$ cat src/rtl/selector_scan_decoder.sv
// ---------------------------------------------------------------------------
// selector_scan_decoder
//
// Purpose:
//    Registered one-hot channel selector with three behaviours chosen by mode:
//    - input (mode 0): captures a channel index on a load strobe.
//    - debug (mode 2): scans every channel in turn, each one held for dwell+1
//      cycles. The scan can be frozen with hold.
//    - run/reserved (modes 1, 3): all enables low.
//    The enable vector is always onehot(index) in input/scan and zero when off.
//
// Ports:
//    clk       in   system clock, all state on rising edge
//    rst       in   synchronous, active-high reset
//    mode      in   [1:0]  0=input, 1=run, 2=debug scan, 3=reserved (as run)
//    selector  in   [SEL_W-1:0]   index captured in input mode
//    load      in   capture strobe for selector (input mode only)
//    hold      in   freezes scan progression in debug mode
//    dwell     in   [DWELL_W-1:0] each scanned channel is held dwell+1 cycles
//    out       out  [2**SEL_W-1:0] registered one-hot enable vector
//    index     out  [SEL_W-1:0]   registered current channel index
//    strobe    out  one-cycle pulse when out takes a new non-zero value
//    scanning  out  high while in the scan state
// ---------------------------------------------------------------------------
module selector_scan_decoder #(
   parameter int SEL_W   = 4,
   parameter int DWELL_W = 8
) (
   input  logic                    clk,
   input  logic                    rst,
   input  logic [1:0]              mode,
   input  logic [SEL_W-1:0]        selector,
   input  logic                    load,
   input  logic                    hold,
   input  logic [DWELL_W-1:0]      dwell,
   output logic [(1<<SEL_W)-1:0]   out,
   output logic [SEL_W-1:0]        index,
   output logic                    strobe,
   output logic                    scanning
);

   localparam int N = 1 << SEL_W;

   typedef enum logic [1:0] {
      ST_OFF   = 2'd0,
      ST_INPUT = 2'd1,
      ST_SCAN  = 2'd2
   } state_t;

   state_t               state_q, state_d;
   logic [N-1:0]         out_q, out_d;
   logic [SEL_W-1:0]     index_q, index_d;
   logic [DWELL_W-1:0]   cnt_q, cnt_d;
   logic                 strobe_q, strobe_d;
   logic                 scanning_q, scanning_d;

   // Next-state and next-output logic. The state follows mode every cycle;
   // all outputs are computed for the state being entered so they register
   // on the same edge as the state itself.
   always_comb begin
      state_d    = ST_OFF;
      index_d    = index_q;
      cnt_d      = '0;
      out_d      = '0;

      case (mode)
         2'd0:    state_d = ST_INPUT;
         2'd2:    state_d = ST_SCAN;
         default: state_d = ST_OFF;
      endcase

      case (state_d)
         ST_INPUT: begin
            // A load on the entry cycle wins over the retained index.
            if (load) begin
               index_d = selector;
            end
            out_d[index_d] = 1'b1;
         end
         ST_SCAN: begin
            if (state_q != ST_SCAN) begin
               // Every scan starts from channel 0 with a fresh dwell count,
               // whatever was in progress before leaving scan mode.
               index_d = '0;
               cnt_d   = '0;
            end else if (hold) begin
               cnt_d   = cnt_q;
            end else if (cnt_q >= dwell) begin
               // ">=" rather than "==" so that lowering dwell below the
               // current count advances on the next cycle instead of
               // running the counter all the way round.
               index_d = index_q + SEL_W'(1);
               cnt_d   = '0;
            end else begin
               cnt_d   = cnt_q + DWELL_W'(1);
            end
            out_d[index_d] = 1'b1;
         end
         default: begin
            // Off: enables low, index retained, dwell count discarded.
         end
      endcase

      strobe_d   = (out_d != '0) && (out_d != out_q);
      scanning_d = (state_d == ST_SCAN);
   end

   always_ff @(posedge clk) begin
      if (rst) begin
         state_q    <= ST_OFF;
         out_q      <= '0;
         index_q    <= '0;
         cnt_q      <= '0;
         strobe_q   <= 1'b0;
         scanning_q <= 1'b0;
      end else begin
         state_q    <= state_d;
         out_q      <= out_d;
         index_q    <= index_d;
         cnt_q      <= cnt_d;
         strobe_q   <= strobe_d;
         scanning_q <= scanning_d;
      end
   end

   assign out      = out_q;
   assign index    = index_q;
   assign strobe   = strobe_q;
   assign scanning = scanning_q;

endmodule

$ cat config.mk
export PLATFORM = sky130hd
export DESIGN_NAME = selector_scan_decoder
export DESIGN_NICKNAME = d
export VERILOG_FILES = /design/src/rtl/selector_scan_decoder.sv
export SDC_FILE = /design/constraint.sdc
export NUM_CORES = 1
export LEC_CHECK = 0
export ABC_AREA = 1
export CAP_MARGIN = 25
export CORE_ASPECT_RATIO = 1.5
export CORE_UTILIZATION = 47
export CTS_CLUSTER_DIAMETER = 50
export DETAILED_ROUTE_END_ITERATION = 8
export PLACE_DENSITY = 0.73
export SYNTH_ARGS = -nofsm -noshare
export SYNTH_HDL_FRONTEND = slang
export SYNTH_SLANG_ARGS = --single-unit
$ cat constraint.sdc
create_clock -name clk -period 2.1 [get_ports clk]
set_clock_uncertainty 0.2 [all_clocks]
set_input_delay 0.315 -clock clk [delete_from_list [all_inputs] [get_ports clk]]
set_output_delay 0.315 -clock clk [all_outputs]
set_load 0.01 [all_outputs]
-- Word level (Yosys, flattened, before mapping)
Index checks and enable logic that the tools add are counted.
- $add $sub $neg: 2
- bitwise gates (word level): 1
- mux-type cells: 14
- order comparisons: 5
- equal/unequal tests: 5
- reductions and logical operators: 7
- operators with widths (operator ; number):
    case mux 16 bit (2 select lines) ; 1
    2-to-1 mux 4 bit ; 6
    inequality test 16 bit ; 1
    nonzero test 16 bit ; 1
    less-than comparator 4 x 5 -> 1 bit (second input constant) ; 2
    adder 8 x 1 -> 8 bit (second input constant) ; 1
    demux 1 bit (select 4 bit) ; 2
    >= comparator 4 x 1 -> 1 bit (second input constant) ; 2
    >= comparator 8 bit ; 1
    2-to-1 mux 8 bit ; 1
    case mux 4 bit (2 select lines) ; 1
    adder 4 x 1 -> 4 bit (second input constant) ; 1
    equality test 2 bit (second input constant) ; 2
    case mux 2 bit (2 select lines) ; 1
    logical AND 1 bit ; 3
    OR reduction 3 bit ; 1
    equality test 2 x 1 -> 1 bit (second input constant) ; 1
    zero test 2 bit ; 1
    2-to-1 mux 1 bit ; 2
    inequality test 2 bit (second input constant) ; 1
    nonzero test 2 bit ; 1
    inverter 1 bit ; 1
- register bits after elaboration: 32

-- Longest topological paths before layout
- word-level depth: 12
- gate-level depth with buffers: 23
- gate-level depth less buffers: 23

-- Least setup slack after synthesis
No wires, ideal clock.
- path kind: input-to-reg
- from: input port dwell[7]
- to: register strobe_q (netlist: strobe)
- cell stages on the path: 17
- setup slack: -0.209 ns
- arrival: 1.994 ns
- buffers on the path: 0
- cell sequence: inv_1 ha_1 a21oi_1 o21a_1 nand2_4 nand2_2 nand2_1 nand3_4 inv_2 nor2_4 nand2_1 nand3_1 nand3_1 nor2_1 nand2_1 nor2_2 a21oi_2
- longest elaborated chain between the ends: 12
- elaborated cells between the ends (all ways): 14
- ends and longest elaborated chain (item ; line ; source):
    start, declared ; 35 ; input logic [DWELL_W-1:0] dwell,
    >= comparator 8 bit (*) ; 88 ; end else if (cnt_q >= dwell) begin
    2-to-1 mux 4 bit (*) ; 88 ;
    2-to-1 mux 4 bit (*) ; 86 ; end else if (hold) begin
    2-to-1 mux 4 bit (*) ; 81 ; if (state_q != ST_SCAN) begin
    2-to-1 mux 4 bit (*) ; 72 ; case (state_d)
    less-than comparator 4 x 5 -> 1 bit (not written as such) / >= comparator 4 x 1 -> 1 bit (equally long branches) ; 97 ; out_d[index_d] = 1'b1;
    logical AND 1 bit (not written as such) ; 97 ;
    2-to-1 mux 1 bit (not written as such) ; 97 ;
    demux 1 bit (select 4 bit) (*) ; 97 ;
    case mux 16 bit (2 select lines) (*) ; 72 ;
    inequality test 16 bit / nonzero test 16 bit (equally long branches) ; 104 ; strobe_d = (out_d != '0) && (out_d != out_q);
    logical AND 1 bit (*) ; 104 ;
    end signal, assigned ; 121 ; strobe_q <= strobe_d;
    end, declared ; 54 ; logic strobe_q, strobe_d;
Every way passes the cells marked *; elsewhere a longest branch is shown, timed or not. The select of a mux whose other input is x is not followed.
A chain may end at the register's enable or synchronous reset.

-- Worst setup path after layout
- from: register cnt_q[0]
- to: register strobe_q (netlist: strobe)
- longest elaborated chain between the ends: 12
- elaborated cells between the ends (all ways): 14
- ends and longest elaborated chain (item ; line ; source):
    start, declared ; 53 ; logic [DWELL_W-1:0] cnt_q, cnt_d;
    start signal, assigned ; 120 ; cnt_q <= cnt_d;
    >= comparator 8 bit (*) ; 88 ;
    2-to-1 mux 4 bit (*) ; 88 ;
    2-to-1 mux 4 bit (*) ; 86 ;
    2-to-1 mux 4 bit (*) ; 81 ;
    2-to-1 mux 4 bit (*) ; 72 ;
    less-than comparator 4 x 5 -> 1 bit (not written as such) / >= comparator 4 x 1 -> 1 bit (equally long branches) ; 97 ;
    logical AND 1 bit (not written as such) ; 97 ;
    2-to-1 mux 1 bit (not written as such) ; 97 ;
    demux 1 bit (select 4 bit) (*) ; 97 ;
    case mux 16 bit (2 select lines) (*) ; 72 ;
    inequality test 16 bit / nonzero test 16 bit (equally long branches) ; 104 ;
    logical AND 1 bit (*) ; 104 ;
Marks and branches as above.

==> metrics.md <==
| Metric | Value |
|---|---|
| LEAKAGE | `0.001606 uW` |
| Initial core utilization | `0.4916` |
| Die height | `83.61 um` |
| Antenna cells | `0` |
| Max_cap viols | `0` |
| Worst slew margin | `0.7043` |
| Final instance area | `between 0.003 and 0.004 sq mm` |
| CP startpoint | `cnt_q[0]` |
| Antenna violations before repair | `0` |
| Fin nets | `479` |
| Hold/Removal Path Class | `flop to flop` |
| Port-buffer cells | `39` |
| Max frequency | `375.4 MHz` |
| Vias in the first global route | `2631` |
| Post-synthesis cell type count | `35` |
| Syn. warnings | `0` |
| GP Congestion | `between 0.9 and 1` |
| RSZ-0062 raised after global routing | `yes` |
| Grt ovf | `0` |
| Largest net degree at the start of global routing | `21` |
| Final worst-path cycle share | `1.269` |
| Placed Cells | `476` |
| CP max-delay cell | `dfxtp_2` |
| IO Pins | `40` |
| CP endpoint kind | `flop` |
| Finish-stage setup viols | `16` |
| Chip Width | `56.41 um` |
| DRT iter0 DRCs | `140` |
| Post-Synthesis Cells | `329` |
| Min Clock Period, post-route | `2.664 ns` |
| CTS tree | `built` |
| Post-CTS Hold Fix Bufs | `0` |
| Final wirelength | `approximately 7300 um` |
| Internal power | `1023 uW` |
| Post-synthesis net count | `357` |
| Post-DR wirelength/cell | `14.67 um` |
| Power Density | `398.3 mW/mm^2` |
| Comb pwr share | `0.193` |
| Final hold vios | `0` |
| Crit path kind | `flop to flop` |
| Max-slew violation count | `0` |
| Critical Path AT | `between 2 and 3 ns` |
| Num Clock Sinks | `31` |
| Core area | `between 0.004 and 0.005 sq mm` |
| Share of cells above drive strength 1 | `0.3850` |
| Status | `finished with violations` |
| Clock buffer depth | `2` |
| Root Buffer | `clkbuf_8` |
| Setup ws final | `-0.5640 ns` |
| VDD IR max | `0.4984 mV` |
| Buf+Inv Stages, Crit Path | `3` |
| TritonRoute pass-1 iters | `4` |
| Synthesized area per cell | `roughly 6.3 sq um` |
| Via count | `approximately 2600` |
| Htree depth | `2` |
| Total track usage | `0.3299` |
| Clock Latency Late Sink | `0.30 ns` |
| Worst Setup Start Kind | `flop` |
| Most used cell along the critical path | `nand2_1` |
| Drt via density | `roughly 5.3` |
| ANT nets after route | `0` |
| Non-Filler Instances | `498` |
| Crit-path cells | `inv_2 -> ha_4 -> nand2_2 -> nor2_1 -> nor2_1 -> nand2_1 -> nand2_2 -> nand2_4 -> nand2_1 -> nand2_2 -> nand3_4 -> nand2_2 -> inv_2 -> buf_4 -> nand2_1 -> nand2_1 -> nand2_1 -> nand2_1 -> nor2_2 -> nand2_1 -> nor2_2 -> a21oi_2` |
| Setup TNS | `-2.512 ns` |
| Row count | `29` |
| Least-Margin Pin Slew | `0.4389 ns` |
| Seq cells post-synth | `31` |
| CP required | `2.09 ns` |
| Area delta synth->final | `69.36%` |
| Clock slew at reported path FFs | `0.07 ns` |
| Hpwl dp | `4826 um` |
| Total CTS buffers | `5` |
| Switch Pwr | `384.3 uW` |
| Sw frac | `0.2730` |
| Drt drc | `0` |
| CP top delay family | `simple AND/OR/NAND/NOR gates` |
| FILL cells | `258` |
| Final Power | `1408 uW` |
| Sequential power share | `0.429` |
| Synth Cell Area | `0.002087 sq mm` |
| Hold path start | `index[1]` |
| First-pass GRT wire length | `11720 um` |
| Clk network pwr share | `0.378` |
| DP Area | `0.003038 sq mm` |
| Die area | `0.004716 sq mm` |
| Failing checks | `setup timing` |
| Crit path max fanout | `7` |
| Largest stage delay on the critical path | `0.33 ns` |
| Post-synthesis sequential area ratio | `0.2974` |
| RR Startpoint | `cnt_q[0]` |
[cells by family (layout without fill, tap and decap cells)]
| logic type | count (synthesis) | after routing | synth area share |
|---|---|---|---|
| compound gates | 33 | 33 | 0.09054 |
| fa+ha+maj | 10 | 10 | 0.05995 |
| flops | 31 | 31 | 0.2974 |
| buf+inv | 64 | 187 | 0.1151 |
| xor+xnor | 6 | 6 | 0.02518 |
| simple gates | 185 | 185 | 0.4119 |
[power by group through the flow]
stage	logic, uW	registers [uW]	clock network, uW
floorplan	97.2	620	0
global placement	227	616	0
detailed placement	232	616	0
CTS	252	603	536
global route	293	604	569
finish	272	603	533
[cell type report]
cell class / count / area, sq um / area share
clock buffers: 8 / 100.1 / 0.02832
inverters: 62 / 237.7 / 0.06726
multi-input cells: 234 / 1514 / 0.4283
repair buffers: 117 / 999.7 / 0.2828
flip-flops and latches: 31 / 625.6 / 0.1770
well taps: 46 / 57.56 / 0.01628
[cells in the mapped netlist]
master     n  area [sq um]
o22ai_1    1         6.260
a31oi_1    1         6.260
nor4_2     1         12.51
a22oi_1    1         7.510
dfxtp_1   31         620.6
nand2_4    1         11.26
o21ai_0    4         20.02
nand2_1   85         319.1
nand3_4    1         17.52
o21a_1     1         7.510
xor2_1     3         26.28
nor2_4     4         45.04
xnor2_1    3         26.28
or2_1      3         18.77
a21oi_2    1         8.760
o211ai_1   2         15.01
or2_2      1         6.260
inv_1     56         210.2
nand3_1   25         125.1
and2_4     1         8.760
nand4_2    1         12.51
a21oi_1   18         90.09
nor3_1     4         20.02
inv_2      6         22.52
nand4_1    1         6.260
nand3b_1   1         7.510
nor2_2     4         25.02
nor3b_1    1         7.510
o21ai_2    2         17.52
clkbuf_1   2         7.510
o21ai_1    2         10.01
nor2_1    44         165.2
nand3_2    2         20.02
ha_1      10         125.1
nand2_2    5         31.28
[worst reg2reg max path, stage by stage (launching register included)]
cell and delay [ns]:
dfxtp_2 0.33, inv_2 0.05, ha_4 0.25, nand2_2 0.05, nor2_1 0.08, nor2_1 0.05
nand2_1 0.07, nand2_2 0.07, nand2_4 0.12, nand2_1 0.08, nand2_2 0.09, nand3_4 0.13
nand2_2 0.12, inv_2 0.08, buf_4 0.16, nand2_1 0.06, nand2_1 0.06, nand2_1 0.06
nand2_1 0.07, nor2_2 0.11, nand2_1 0.10, nor2_2 0.13, a21oi_2 0.05
[layer usage]
metal  global-route usage  routed length (um)  share of wire
met1               0.3002                2369           0.32
met2               0.6201                3961           0.54
met3              0.07132                 340          0.047
met4               0.2350                 637          0.087
met5                    0                   0              0
[state kept, by name, summed over array words and instances (netlist names)]
signal,flops
cnt_q,8
state_q,2
out,16
strobe,1
index,4
[layout by cell type (no fill, tap or decap), types with 2 or more instances in the layout]
master and instances:
buf_6 9, clkdlybuf4s50_1 31, xor2_1 3, or2_1 3
a21oi_2 10, ha_1 4, a21oi_1 8, inv_1 47
o21ai_0 4, o211ai_1 2, ha_4 6, clkbuf_8 7
inv_2 13, nand3_4 5, nor2_1 39, nand2_1 64
nand2_2 20, dfxtp_1 27, nor3_1 4, inv_4 2
nor2_2 6, xnor2_1 3, dfxtp_2 4, buf_4 69
nand2_4 7, dlygate4sd2_1 8, o21ai_2 3, nand3_1 23
nor2_4 7
[timing repair]
item,CTS,global route
endpoints found under the setup margin,21,22
endpoints found under the hold margin,0,0
buffers inserted,11,6
pin swaps,42,27
resized for setup,63,23
[per-stage QoR]
step	util	setup WS [ns]	hold WS, ns
after floorplan	-	-0.1802	0.2105
after global placement	0.7156	-0.9450	0.3372
after detailed placement	0.7156	-0.9963	0.3585
after CTS	0.8061	-0.5416	0.3678
after global routing	0.8326	-0.6914	0.4050
final	0.8326	-0.5640	0.3787
[final timing paths]
kind              end  slack [ns]  cells after the start
max            strobe       -0.56                     22
min          index[1]        0.38                      2
max reg2reg    strobe       -0.56                     22
min reg2reg  index[1]        0.38                      2
Note: power is estimated with default switching activity, not from simulation.
